### src/rtl/mfp_srec_ahb_write_engine.sv
// Coalesces SREC byte writes into masked words, buffers them, and issues AHB-Lite single writes.
// Optional build macro MFP_SREC_AHB_ERRCNT_EN enables the saturating AHB error counter.
module mfp_srec_ahb_write_engine #(
  parameter int         FIFO_DEPTH = 8,
  parameter logic [3:0] HPROT_VAL  = 4'b0011
) (
  input  logic        HCLK,
  input  logic        HRESETn,
  input  logic        big_endian,
  input  logic        in_progress,
  input  logic [31:0] write_address,
  input  logic [7:0]  write_byte,
  input  logic        write_enable,
  output logic [31:0] HADDR,
  output logic [2:0]  HBURST,
  output logic        HMASTLOCK,
  output logic [3:0]  HPROT,
  output logic [2:0]  HSIZE,
  output logic [1:0]  HTRANS,
  output logic [31:0] HWDATA,
  output logic        HWRITE,
  input  logic        HREADY,
  input  logic        HRESP,
  output logic        busy,
  output logic        overflow,
  output logic [15:0] error_count
);

  localparam int          PW      = $clog2(FIFO_DEPTH);
  localparam logic [PW:0] DEPTH_C = FIFO_DEPTH[PW:0];

  localparam logic [1:0] ST_IDLE = 2'd0;
  localparam logic [1:0] ST_ADDR = 2'd1;
  localparam logic [1:0] ST_DATA = 2'd2;

  typedef struct packed {
    logic        be;
    logic [29:0] addr;
    logic [31:0] data;
    logic [3:0]  mask;
  } entry_t;

  function automatic logic [4:0] lane_shift(input logic [1:0] lane, input logic be);
    lane_shift = be ? {~lane, 3'b000} : {lane, 3'b000};
  endfunction

  function automatic logic [31:0] put_byte(input logic [31:0] data, input logic [7:0] b,
                                           input logic [1:0] lane, input logic be);
    logic [4:0] sh;
    sh = lane_shift(lane, be);
    put_byte = (data & ~(32'h0000_00FF << sh)) | ({24'h0, b} << sh);
  endfunction

  function automatic logic [7:0] get_byte(input logic [31:0] data, input logic [1:0] lane,
                                          input logic be);
    logic [31:0] t;
    t = data >> lane_shift(lane, be);
    get_byte = t[7:0];
  endfunction

  function automatic logic [1:0] low_lane(input logic [3:0] m);
    if (m[0])      low_lane = 2'd0;
    else if (m[1]) low_lane = 2'd1;
    else if (m[2]) low_lane = 2'd2;
    else if (m[3]) low_lane = 2'd3;
    else           low_lane = 2'd0;
  endfunction

  // Coalesce buffer and flush control
  logic [29:0] buf_addr, buf_addr_n;
  logic [31:0] buf_data, buf_data_n;
  logic [3:0]  buf_mask, buf_mask_n;
  logic        buf_valid, buf_valid_n;
  logic        flush_req, flush_req_n, in_prog_d;
  logic        push;
  entry_t      push_e;
  logic [3:0]  in_oh, m_mask;
  logic [31:0] m_data;
  logic        in_fall;

  assign in_fall = in_prog_d & ~in_progress;
  assign in_oh   = 4'b0001 << write_address[1:0];

  always_comb begin
    buf_addr_n  = buf_addr;
    buf_data_n  = buf_data;
    buf_mask_n  = buf_mask;
    buf_valid_n = buf_valid;
    flush_req_n = flush_req | in_fall;
    push        = 1'b0;
    push_e      = '{be: big_endian, addr: buf_addr, data: buf_data, mask: buf_mask};
    m_data      = put_byte(buf_valid ? buf_data : 32'h0, write_byte, write_address[1:0], big_endian);
    m_mask      = (buf_valid ? buf_mask : 4'h0) | in_oh;
    if (write_enable) begin
      if (buf_valid && (buf_addr != write_address[31:2])) begin
        push        = 1'b1;
        buf_addr_n  = write_address[31:2];
        buf_data_n  = put_byte(32'h0, write_byte, write_address[1:0], big_endian);
        buf_mask_n  = in_oh;
        buf_valid_n = 1'b1;
      end else if (m_mask == 4'hF) begin
        push        = 1'b1;
        push_e      = '{be: big_endian, addr: write_address[31:2], data: m_data, mask: m_mask};
        buf_mask_n  = 4'h0;
        buf_valid_n = 1'b0;
      end else begin
        buf_addr_n  = write_address[31:2];
        buf_data_n  = m_data;
        buf_mask_n  = m_mask;
        buf_valid_n = 1'b1;
      end
    end else if (flush_req) begin
      push        = buf_valid;
      buf_mask_n  = 4'h0;
      buf_valid_n = 1'b0;
      flush_req_n = in_fall;
    end
  end

  always_ff @(posedge HCLK) begin
    buf_addr <= buf_addr_n;
    buf_data <= buf_data_n;
  end

  always_ff @(posedge HCLK or negedge HRESETn) begin
    if (!HRESETn) begin
      buf_mask  <= 4'h0;
      buf_valid <= 1'b0;
      flush_req <= 1'b0;
      in_prog_d <= 1'b0;
    end else begin
      buf_mask  <= buf_mask_n;
      buf_valid <= buf_valid_n;
      flush_req <= flush_req_n;
      in_prog_d <= in_progress;
    end
  end

  // Entry FIFO
  entry_t          mem [FIFO_DEPTH];
  logic [PW-1:0]   wr_ptr, rd_ptr;
  logic [PW:0]     count;
  logic            fifo_ne, push_ok, pop;
  entry_t          pop_e;

  assign fifo_ne = (count != '0);
  assign push_ok = push & ((count != DEPTH_C) | pop);
  assign pop_e   = mem[rd_ptr];

  always_ff @(posedge HCLK) begin
    if (push_ok) mem[wr_ptr] <= push_e;
  end

  always_ff @(posedge HCLK or negedge HRESETn) begin
    if (!HRESETn) begin
      wr_ptr   <= '0;
      rd_ptr   <= '0;
      count    <= '0;
      overflow <= 1'b0;
    end else begin
      if (push_ok) wr_ptr <= wr_ptr + 1'b1;
      if (pop)     rd_ptr <= rd_ptr + 1'b1;
      case ({push_ok, pop})
        2'b10:   count <= count + 1'b1;
        2'b01:   count <= count - 1'b1;
        default: count <= count;
      endcase
      if (push && !push_ok) overflow <= 1'b1;
    end
  end

  // AHB master: working entry, lanes are retired only when their data phase completes
  logic [1:0]  state;
  logic        work_be, work_full;
  logic [29:0] work_addr;
  logic [31:0] work_data;
  logic [3:0]  work_mask, rest_mask;
  logic [1:0]  lane_sel;
  logic        more;

  assign lane_sel  = low_lane(work_mask);
  assign rest_mask = work_mask & ~(4'b0001 << lane_sel);
  assign more      = ~work_full & (rest_mask != 4'h0);
  assign pop       = fifo_ne & ((state == ST_IDLE) | ((state == ST_DATA) & HREADY & ~more));

  always_ff @(posedge HCLK or negedge HRESETn) begin
    if (!HRESETn) begin
      state     <= ST_IDLE;
      work_be   <= 1'b0;
      work_full <= 1'b0;
      work_addr <= 30'h0;
      work_data <= 32'h0;
      work_mask <= 4'h0;
    end else begin
      case (state)
        ST_IDLE: if (pop) state <= ST_ADDR;
        ST_ADDR: if (HREADY) state <= ST_DATA;
        ST_DATA: if (HREADY) begin
          if (more) begin
            state     <= ST_ADDR;
            work_mask <= rest_mask;
          end else if (pop) begin
            state <= ST_ADDR;
          end else begin
            state <= ST_IDLE;
          end
        end
        default: state <= ST_IDLE;
      endcase
      if (pop) begin
        work_be   <= pop_e.be;
        work_full <= (pop_e.mask == 4'hF);
        work_addr <= pop_e.addr;
        work_data <= pop_e.data;
        work_mask <= pop_e.mask;
      end
    end
  end

  assign HTRANS    = (state == ST_ADDR) ? 2'b10 : 2'b00;
  assign HWRITE    = (state == ST_ADDR);
  assign HSIZE     = work_full ? 3'b010 : 3'b000;
  assign HADDR     = {work_addr, work_full ? 2'b00 : lane_sel};
  assign HWDATA    = work_full ? work_data : {4{get_byte(work_data, lane_sel, work_be)}};
  assign HBURST    = 3'b000;
  assign HMASTLOCK = 1'b0;
  assign HPROT     = HPROT_VAL;
  assign busy      = in_progress | flush_req | buf_valid | fifo_ne | (state != ST_IDLE);

`ifdef MFP_SREC_AHB_ERRCNT_EN
  logic [15:0] err_cnt;
  always_ff @(posedge HCLK or negedge HRESETn) begin
    if (!HRESETn) err_cnt <= 16'h0;
    else if ((state == ST_DATA) && HREADY && HRESP && (err_cnt != 16'hFFFF))
      err_cnt <= err_cnt + 16'h1;
  end
  assign error_count = err_cnt;
`else
  logic unused_hresp;
  assign unused_hresp = HRESP;
  assign error_count  = 16'h0;
`endif

endmodule

### config.mk
export PLATFORM = sky130hd
export DESIGN_NAME = mfp_srec_ahb_write_engine
export DESIGN_NICKNAME = d
export VERILOG_FILES = /design/src/rtl/mfp_srec_ahb_write_engine.sv
export SDC_FILE = /design/constraint.sdc
export NUM_CORES = 1
export LEC_CHECK = 0
export ABC_AREA = 1
export CORE_MARGIN = 2
export CORE_UTILIZATION = 45
export CTS_BUF_LIST = sky130_fd_sc_hd__clkbuf_4
export CTS_CLUSTER_SIZE = 16
export DETAILED_ROUTE_END_ITERATION = 7
export DONT_BUFFER_PORTS = 1
export SYNTH_ARGS = -nofsm -noshare
export SYNTH_HDL_FRONTEND = slang
export SYNTH_SLANG_ARGS = --single-unit
### constraint.sdc
create_clock -name HCLK -period 14.9 [get_ports HCLK]
set_clock_uncertainty 0.2 [all_clocks]
set_input_delay 1.49 -clock HCLK [delete_from_list [all_inputs] [get_ports HCLK]]
set_output_delay 1.49 -clock HCLK [all_outputs]
set_load 0.005 [all_outputs]
Word-level counts from Yosys, hierarchy flattened
Memory sizes are Yosys's and may differ from the RTL's.
Index checks and enable logic that the tools add are counted.

word-level totals
  word-level logic and storage cells = 123
  bits of input ports = 47
  memories = 1
  latch bits = 0
  ROM bits = 0
  RAM bits = 536
  register bits after elaboration = 150

memories
  memory  depth  width  read ports  clocked after memory_dff  write ports  line  text
  mem     8      67     1           0                         1            140   entry_t mem [FIFO_DEPTH];

cells by class
  add/subtract/negate cells = 4
  div/mod/pow operators = 0
  bitwise logic cells = 24
  reduce and logical (&&, ||, !) cells = 15
  eq/ne operators = 12
  order comparisons = 0
  multiply operators = 0
  shift operators = 5
  multiplexer cells = 46

operator list
  cell                                                                count
  66-bit two-way mux                                                  3
  32-bit two-way mux                                                  4
  30-bit two-way mux                                                  2
  4-bit two-way mux                                                   9
  32-bit bitwise AND                                                  1
  32-bit inverter                                                     1
  32-bit bitwise OR                                                   1
  8-bit by 5-bit << shifter with 32-bit output                        1
  8-bit by 5-bit << shifter with 32-bit output, first input constant  1
  32-bit by 5-bit >> shifter with 8-bit output                        1
  30-bit != test                                                      1
  2-bit two-way mux                                                   10
  1-bit two-way mux                                                   14
  2-bit nonzero test                                                  6
  5-bit two-way mux                                                   2
  4-bit == test, second input constant                                2
  4-bit one-hot mux with 2 select lines                               1
  4-bit nonzero test                                                  2
  1-bit by 2-bit << shifter with 4-bit output, first input constant   2
  1-bit bitwise OR                                                    7
  3-bit by 1-bit adder with 3-bit output, second input constant       2
  1-bit bitwise AND                                                   6
  2-bit != test, second input constant                                3
  2-bit one-hot mux with 3 select lines                               1
  16 further kinds                                                    23

Longest topological paths before layout
Gate-level depths: netlist of the first run.

  depth in word-level cells = 17
  mapped depth = 22
  depth with buffers taken out = 22

Worst setup path before layout of the first run
Ideal clock, no wire load.

  kind = input -> register
  from = in write_address[30]
  to = mem mem[1][0] (netlist name), enable pin
  required time = 14.208 ns
  slack = 8.966 ns
  arrival = 5.242 ns
  buffers on the path = 0
  cell stages on the path = 13
  library setup time = 0.492 ns
  cells stage by stage = nand2_1 -> inv_1 -> nor2_1 -> nor2_1 -> nand3_1 -> nor2_1 -> nand2_2 -> nand2_2 -> nand2_1 -> nand2_2 -> nor2_4 -> nand2_1 -> nor2_1

between the ends
  cells in the longest elaborated chain, start to end = 7

ends and longest elaborated chain
  element                                  line  text
  start: declaration                       11    input logic [31:0] write_address,
  30-bit != test                           95    if (buf_valid && (buf_addr != write_address[31:2])) begin
  1-bit logical AND                        95
  1-bit two-way mux                        95
  1-bit two-way mux                        94    if (write_enable) begin
  1-bit bitwise AND                        147   assign push_ok = push & ((count != DEPTH_C) | pop);
  1-bit two-way mux                        151   if (push_ok) mem[wr_ptr] <= push_e;
  1-bit two-way mux (implied by the code)  151
  end: declaration                         140

Every way passes these cells.

Worst setup path after layout of the first run
  from = reg work_full
  to = reg count[3]

between the ends
  cells in the longest elaborated chain, start to end = 10

ends and longest elaborated chain
  element                                                                             line  text
  start: declaration                                                                  174   logic work_be, work_full;
  start signal: assignment                                                            212   work_full <= (pop_e.mask == 4'hF);
  1-bit inverter *                                                                    183   assign more = ~work_full & (rest_mask != 4'h0);
  1-bit bitwise AND *                                                                 183
  1-bit inverter *                                                                    184   assign pop = fifo_ne & ((state == ST_IDLE) | ((state == ST_DATA) & HREADY & ~more));
  1-bit bitwise AND *                                                                 184
  1-bit bitwise OR *                                                                  184
  1-bit bitwise AND *                                                                 184
  1-bit bitwise OR                                                                    147
  1-bit bitwise AND                                                                   147
  2-bit by 1-bit == test with 1-bit output / 2-bit == test (equally long branches)    163   case ({push_ok, pop})
  4-bit one-hot mux with 2 select lines / 2-bit nonzero test (equally long branches)  --
  end signal: assignment                                                              164   2'b10: count <= count + 1'b1;
  end signal: assignment                                                              165   2'b01: count <= count - 1'b1;
  end signal: assignment                                                              166   default: count <= count;
  end: declaration                                                                    142   logic [PW:0] count;

Mark *: on every way between the ends. The rest lies on a longest branch, timed or not.
A chain may end at the register's enable or synchronous reset.

==> run_results.csv, run 1 <==
group,metric,value,unit
yosys,synth.distinct_cells,41,
cts,postCtsSetupRepairBufs,0,
yosys,synth_warnings,0,
power_and_ir_drop,vdd_ir_drop_max,0.1357,mV
route,drt-pass1-iter-count,5,
route,wl_per_cell,20.95,um
hold_path,min_path_type,"in2async",
worst_setup_path,path_delay_family,"buffers and inverters",
power_and_ir_drop,power_frac_seq,41.6,%
timing,layout_min_cycle_time,5.280,ns
timing,layout_setup_ws,9.620,ns
power_and_ir_drop,power.internal,3928,uW
cts,clk_path_buf_depth,3,
worst_setup_path,ff2ff_path_depth,18,
layout,syn2layout_area_growth,9.979,%
floorplanning,dieArea,0.06508,mm^2
worst_setup_path,slowest_delay,0.87,ns
worst_setup_path,crit_path_start,"work_full",
layout,final_cell_mix,"edfxtp_1 (598), o21ai_0 (384), nor2_1 (320), clkbuf_4 (281), nand2_1 (138)",
worst_setup_path,cp_slowest_cell,"clkinv_2",
grt,grt_max_degree,115,
worst_setup_path,worstPathArrival,5.95,ns
yosys,ys_ff_latch,686,
worst_setup_path,path_common_cell,"nand2_1",
layout,nets,2337,
grt,grt_pass1_wl,104500,um
worst_setup_path,worstReg2RegStart,"work_full",
grt,overflow,0,
timing,grt_setup_unrepaired,"false",
floorplanning,start_util,45.23,%
grt,grt_use_total,21.55,%
yosys,async_reset_ff_share,12.83,%
place,dp_cells,2956,
power_and_ir_drop,powerDensity,203.5,mW/mm^2
layout,stdcell_count,3282,
power_and_ir_drop,switching_share,38.16,%
timing,relSlewSlack,20.48,%
grt,antenna_found_initial,2,
floorplanning,die_width,255.1,um
timing,drv_slew,0,
floorplanning,std_cell_rows,92,
route,dr_total_vias,18290,
route,drc,0,
timing,worst_slew_pin_slew,1.193,ns
floorplanning,die_h,255.1,um
worst_setup_path,cp.required,15.57,ns
grt,grt_pass1_vias,18030,
place,io_buffers,0,
layout,utilization,49.74,%
yosys,yosys_most_used_dff,"edfxtp_1",
route,totalWireLength,68760,um
layout,layout_commonest_cell,"edfxtp_1",
cts,cts-resized-gates,0,
route,via_per_inst,5.572,
worst_setup_path,r2r-end,"count[3]",
route,drt_iter0_markers,1693,
cts,clk_pin_slew,0.07,ns
timing,fmax,0.1894,GHz
worst_setup_path,end_kind,"flip-flop",
timing,fin_crit_sh,35.44,%
yosys,synth_top_cell_by_area,"edfxtp_1",
cts,cts_buffers,172,
place,dpl_worst_slack,9.117,ns
route,ant_nets,0,
yosys,synth_top_area_share,63.29,%
run_status,outcome,"finished clean",
cts,cts-root-buf,"clkbuf_4",
place,dpl.hpwl,36790,um
cts,htree_levels,4,
yosys,netlist_area,0.02837,mm^2
cts,cts.sinks,686,
cts,cts_tree,"built",
yosys,netlist_top_cells_area,"edfxtp_1 (63%), dfrtp_1 (7.8%), o21ai_0 (6.8%), nor2_1 (4.3%), o22ai_1 (2.3%)",
yosys,yosysSeqAreaShare,71.05,%
power_and_ir_drop,p_leak,0.01094,uW
timing,setup_violations,0,
yosys,avgSynthCellArea,12.52,um^2
worst_setup_path,path_buf_inv,5,
floorplanning,pin_count,143,
timing,hold_violations,0,
worst_setup_path,worstSetupPathType,"reg2reg",
worst_setup_path,critPathLaunchType,"flip-flop",
worst_setup_path,cp_max_fo,68,
timing,fin_tns_setup,0,ns
power_and_ir_drop,power.clock.fraction,26.3,%
yosys,synth-edff-count,598,
worst_setup_path,crit_chain,"inv_1 > nand2_1 > nand2_1 > nand2_1 > nand2_2 > buf_4 > clkinv_2 > nand2_2 > inv_1 > ha_1 > a21oi_1 > nand2_1 > nand4_1 > nand2_1 > nand2_1 > nand2_1 > nand2_1 > inv_1",
job,drv_cap,0,
power_and_ir_drop,p_total,6352,uW
power_and_ir_drop,p_switching,2424,uW
place,gpl.final_weighted_congestion,0.7502,
yosys,syn_inst,2266,
floorplanning,core-area,0.06274,mm^2
power_and_ir_drop,comb_power_share,32.1,%
layout,drive_above_1_share,16.97,%
cts,clk_latency,1.00,ns
worst_setup_path,r2r_setup_slack,9.62,ns
metal layers:
| layer | track usage, % | wire length [um] | vias to the layer above |
|---|---|---|---|
| met5 | 0 | 0 | - |
| met4 | 8.454 | 1862 | 0 |
| met3 | 5.797 | 5029 | 123 |
| met2 | 34.45 | 32820 | 683 |
| met1 | 28.16 | 29050 | 9038 |
| li1 | - | - | 8442 |
per-stage QoR:
stage                     area (um^2)  hold slack (ns)
after global placement          28780           0.2965
after detailed placement        28780           0.2996
after global routing            31200           0.1346
after floorplan                 28470           0.2678
final                           31200           0.2305
after CTS                       31200           0.1233
how the worst max path moves through the flow:
stage / end / slack, ns / cells past startpoint
2_1_floorplan: mem[1][0] / 8.97 / 13
3_3_place_gp: mem[0][40] / 9.18 / 14
3_5_place_dp: mem[3][44] / 9.12 / 13
4_1_cts: count[3] / 9.68 / 18
5_1_grt: count[3] / 9.22 / 18
6_report: count[3] / 9.62 / 18
state kept, by name, indices dropped and copies added, names as in the netlist, 2 cells and up:
signal     count
mem          536
work_data     32
work_addr     30
buf_mask       4
buf_addr      30
count          4
work_mask      4
rd_ptr         3
buf_data      32
wr_ptr         3
state          2
worst reg2reg max path, stage by stage, from the launching register on:
cell,delay [ns]
dfrtp_1,0.52
inv_1,0.85
nand2_1,0.31
nand2_1,0.19
nand2_1,0.08
nand2_2,0.05
buf_4,0.56
clkinv_2,0.88
nand2_2,0.41
inv_1,0.10
ha_1,0.33
a21oi_1,0.14
nand2_1,0.09
nand4_1,0.10
nand2_1,0.08
nand2_1,0.09
nand2_1,0.06
nand2_1,0.07
inv_1,0.04
power groups by stage:
stage	combinational [uW]	sequential, uW	clock (uW)
6_report	2040	2640	1670
5_1_grt	2280	2670	1810
4_1_cts	2060	2640	1710
3_5_place_dp	2050	2680	0
3_3_place_gp	1990	2670	0
2_1_floorplan	1530	2590	0
synthesized netlist by cell type (2+ instances only):
| library cell | number |
|---|---|
| a21oi_1 | 50 |
| buf_1 | 2 |
| buf_2 | 29 |
| buf_4 | 36 |
| buf_6 | 5 |
| clkbuf_1 | 129 |
| clkinv_1 | 2 |
| conb_1 | 2 |
| dfrtp_1 | 88 |
| edfxtp_1 | 598 |
| ha_1 | 4 |
| inv_1 | 114 |
| inv_2 | 6 |
| nand2_1 | 138 |
| nand2_2 | 6 |
| nand3_1 | 14 |
| nand3_2 | 2 |
| nand4_1 | 3 |
| nor2_1 | 324 |
| nor2_2 | 4 |
| nor4_1 | 2 |
| o211ai_2 | 33 |
| o21ai_0 | 384 |
| o21ai_1 | 15 |
| o21ai_2 | 33 |
| o221ai_1 | 65 |
| o22ai_1 | 105 |
| o32ai_1 | 32 |
| xnor2_1 | 22 |
| xor2_1 | 8 |
what timing repair did:
item | 4_1_cts | 5_1_grt
hold buffers | 1 | 0
setup endpoints to repair | 0 | 0
hold endpoints to repair | 88 | 0
cell families (layout without fill, tap and decap cells):
group / Yosys count / in the layout / share of synthesized area (%)
xor+xnor: 30 / 30 / 0.9260
other cells: 2 / 30 / 0.02647
fa+ha+maj: 5 / 5 / 0.2470
flops: 686 / 686 / 71.05
compound gates: 722 / 722 / 15.84
mux: 1 / 1 / 0.03528
buf+inv: 324 / 466 / 5.027
simple gates: 496 / 496 / 6.853
final cells by class:
type	instances	area (um^2)
multi-input combinational	1281	6932
sequential	686	20170
antenna	3	7.507
tap	846	1059
timing repair buffer	21	177.7
fill	5453	31530
clock buffer	281	2110
clock inverter	41	281.5
inverter	123	471.7
No activity file was read; power rests on OpenSTA's default activity.
==> run 2, diff against run 1 <==
clock period = 4.2 ns   (was 14.9 ns; I/O delays follow)
==> run 2 against run 1 <==
Against the previous run:
- worst setup slack got worse by 9.3 ns
- die area did not move
- first-iteration DRC count down 6.0%
- highest routed layer is now met5
- sequential share of layout area decreased by 2.2 points
- critical path depth fell by 7
- largest cell class unchanged
==> run_results.csv, run 2 (synthesized netlist as in run 1, its figures left out) <==
group,metric,value,unit
run_status,outcome,"finished clean",
worst_setup_path,critPathLaunchType,"flip-flop",
layout,regMostFlops,"mem",
place,dpl.hpwl,35710,um
grt,grt_max_degree,91,
cts,clk_path_buf_depth,3,
cts,clk_latency,1.01,ns
route,via_per_inst,5.512,
worst_setup_path,worstReg2RegStart,"buf_addr[9]",
timing,setup_violations,0,
timing,relSlewSlack,31.89,%
floorplanning,std_cell_rows,92,
worst_setup_path,slowest_delay,0.40,ns
floorplanning,start_util,45.23,%
place,io_buffers,0,
cts,clk_pin_slew,0.06,ns
worst_setup_path,crit_chain,"inv_1 > nand2_1 > a21oi_1 > inv_1 > nand2_1 > nand2_1 > inv_2 > o21ai_0 > a21oi_1 > o21ai_1 > o21ai_0",
route,ant_nets,0,
layout,seq_area,0.02017,mm^2
worst_setup_path,worstPathArrival,3.25,ns
worst_setup_path,worstSetupPathType,"reg2out",
grt,grt_pass1_wl,102500,um
grt,grt_pass1_vias,18040,
worst_setup_path,crit_path_end,"HWDATA[9]",
timing,fmax,0.2584,GHz
cts,cts.sinks,686,
floorplanning,die_h,255.1,um
layout,top_regs,"mem x536, buf_data x32, work_data x32",
route,wl_per_cell,20.14,um
power_and_ir_drop,p_leak,0.01140,uW
timing,worst_slew_pin_slew,1.022,ns
layout,largest_register_ffs,536,
timing,layout_min_cycle_time,3.870,ns
layout,fill_cells,5376,
route,drt_iter0_markers,1591,
layout,multiInputGateArea,0.006939,mm^2
worst_setup_path,path_depth,11,
worst_setup_path,path_delay_family,"compound AO/OA/AOI/OAI gates",
route,dr_total_vias,18610,
timing,grt_setup_unrepaired,"false",
worst_setup_path,path_common_cell,"nand2_1",
power_and_ir_drop,powerDensity,702.0,mW/mm^2
grt,overflow,0,
job,drv_cap,0,
cts,cts_tree,"built",
power_and_ir_drop,vdd_ir_drop_max,0.4973,mV
worst_setup_path,cp_max_fo,17,
route,drc,0,
floorplanning,pin_count,143,
floorplanning,core-area,0.06274,mm^2
worst_setup_path,cp.required,3.58,ns
worst_setup_path,cp_slowest_cell,"dfrtp_1",
timing,hold_violations,0,
grt,grt_use_total,21.02,%
layout,drive_above_1_share,16.49,%
cts,htree_levels,4,
layout,nets,2437,
worst_setup_path,path_buf_inv,3,
place,gpl.final_weighted_congestion,0.7712,
worst_setup_path,r2r_setup_slack,0.50,ns
route,drt-pass1-iter-count,5,
cts,cts-root-buf,"clkbuf_4",
hold_path,min_path_type,"in2reg",
floorplanning,dieArea,0.06508,mm^2
worst_setup_path,r2r-end,"buf_mask[1]",
floorplanning,die_width,255.1,um
grt,antenna_found_initial,2,
route,totalWireLength,67980,um
timing,fin_tns_setup,0,ns
worst_setup_path,crit_path_start,"work_mask[2]",
layout,layout_commonest_cell,"edfxtp_1",
cts,cts_buffers,174,
layout,final_cell_mix,"edfxtp_1 (598), o21ai_0 (384), nor2_1 (320), clkbuf_4 (264), nand2_1 (138)",
layout,utilization,51.53,%
worst_setup_path,ff2ff_path_depth,12,
worst_setup_path,end_kind,"primary output",
layout,syn2layout_area_growth,13.94,%
timing,drv_slew,0,
timing,fin_crit_sh,92.13,%
## run 2: cell types whose count changed in the layout (fill, tap and decap cells not counted), sizes merged, moves of 2 or more
cell / before / now
clkinv: 32 / 43
dlygate4sd3: 0 / 84
clkbuf: 281 / 264
buf: 21 / 35
diode: 3 / 1
bufinv: 4 / 6
## run 2: worst min-delay path: cells and delay by family
| family | cells | cell delay [ns] |
|---|---|---|
| compound gates | 2 | 0.19 |
| simple gates | 8 | 0.57 |
| buf+inv | 2 | 0.07 |
## run 2: repair_timing
item,4_1_cts,5_1_grt
resized for setup,0,1
hold endpoints to repair,499,0
endpoints found under the setup margin,0,28
setup buffers,0,0
hold buffers,86,0
## run 2: metal layers
layer	vias to the layer above	global-route usage, %	share of wire [%]	wire length, um
met1	9271	27.28	43	29050
met3	102	4.637	5.7	3900
met2	592	34.77	49	33590
met5	-	0	0.016	11
li1	8641	-	-	-
met4	2	7.786	2.1	1432
## run 2: power breakdown
part | switching (uW) | internal (uW) | leakage (uW)
Clock | 2670 | 3250 | 0.00140
Combinational | 5300 | 2120 | 0.00336
Sequential | 632 | 8720 | 0.00664
Total | 8600 | 14100 | 0.0114
## run 2: how the worst min path moves through the flow
stage,start,to,cells after the start
2_1_floorplan,HRESETn,buf_mask[0],0
3_3_place_gp,HRESETn,work_addr[9],0
3_5_place_dp,HRESETn,work_addr[6],0
4_1_cts,write_address[7],buf_valid,12
5_1_grt,write_address[2],buf_valid,11
6_report,write_address[7],buf_valid,12
## run 2: cell type report
| class | count | share of cell area [%] |
|---|---|---|
| clock inverter | 56 | 1.246 |
| inverter | 123 | 1.459 |
| clock buffer | 264 | 6.130 |
| tap | 846 | 3.274 |
| timing repair buffer | 119 | 4.040 |
| sequential | 686 | 62.38 |
| antenna | 1 | 0.007740 |
| multi-input combinational | 1281 | 21.46 |
## run 2: per-stage QoR
stage	setup slack [ns]	power, uW	instances	cell area (um^2)	hold slack, ns
floorplan	-0.6641	14620	2291	28470	-0.07559
global placement	0.8784	16600	2969	29040	-0.07241
detailed placement	0.8100	16840	2969	29040	-0.07238
CTS	0.07567	22900	3375	32320	0.01895
global route	0.03956	24130	3376	32330	0.1175
finish	0.3305	22690	3376	32330	0.1224
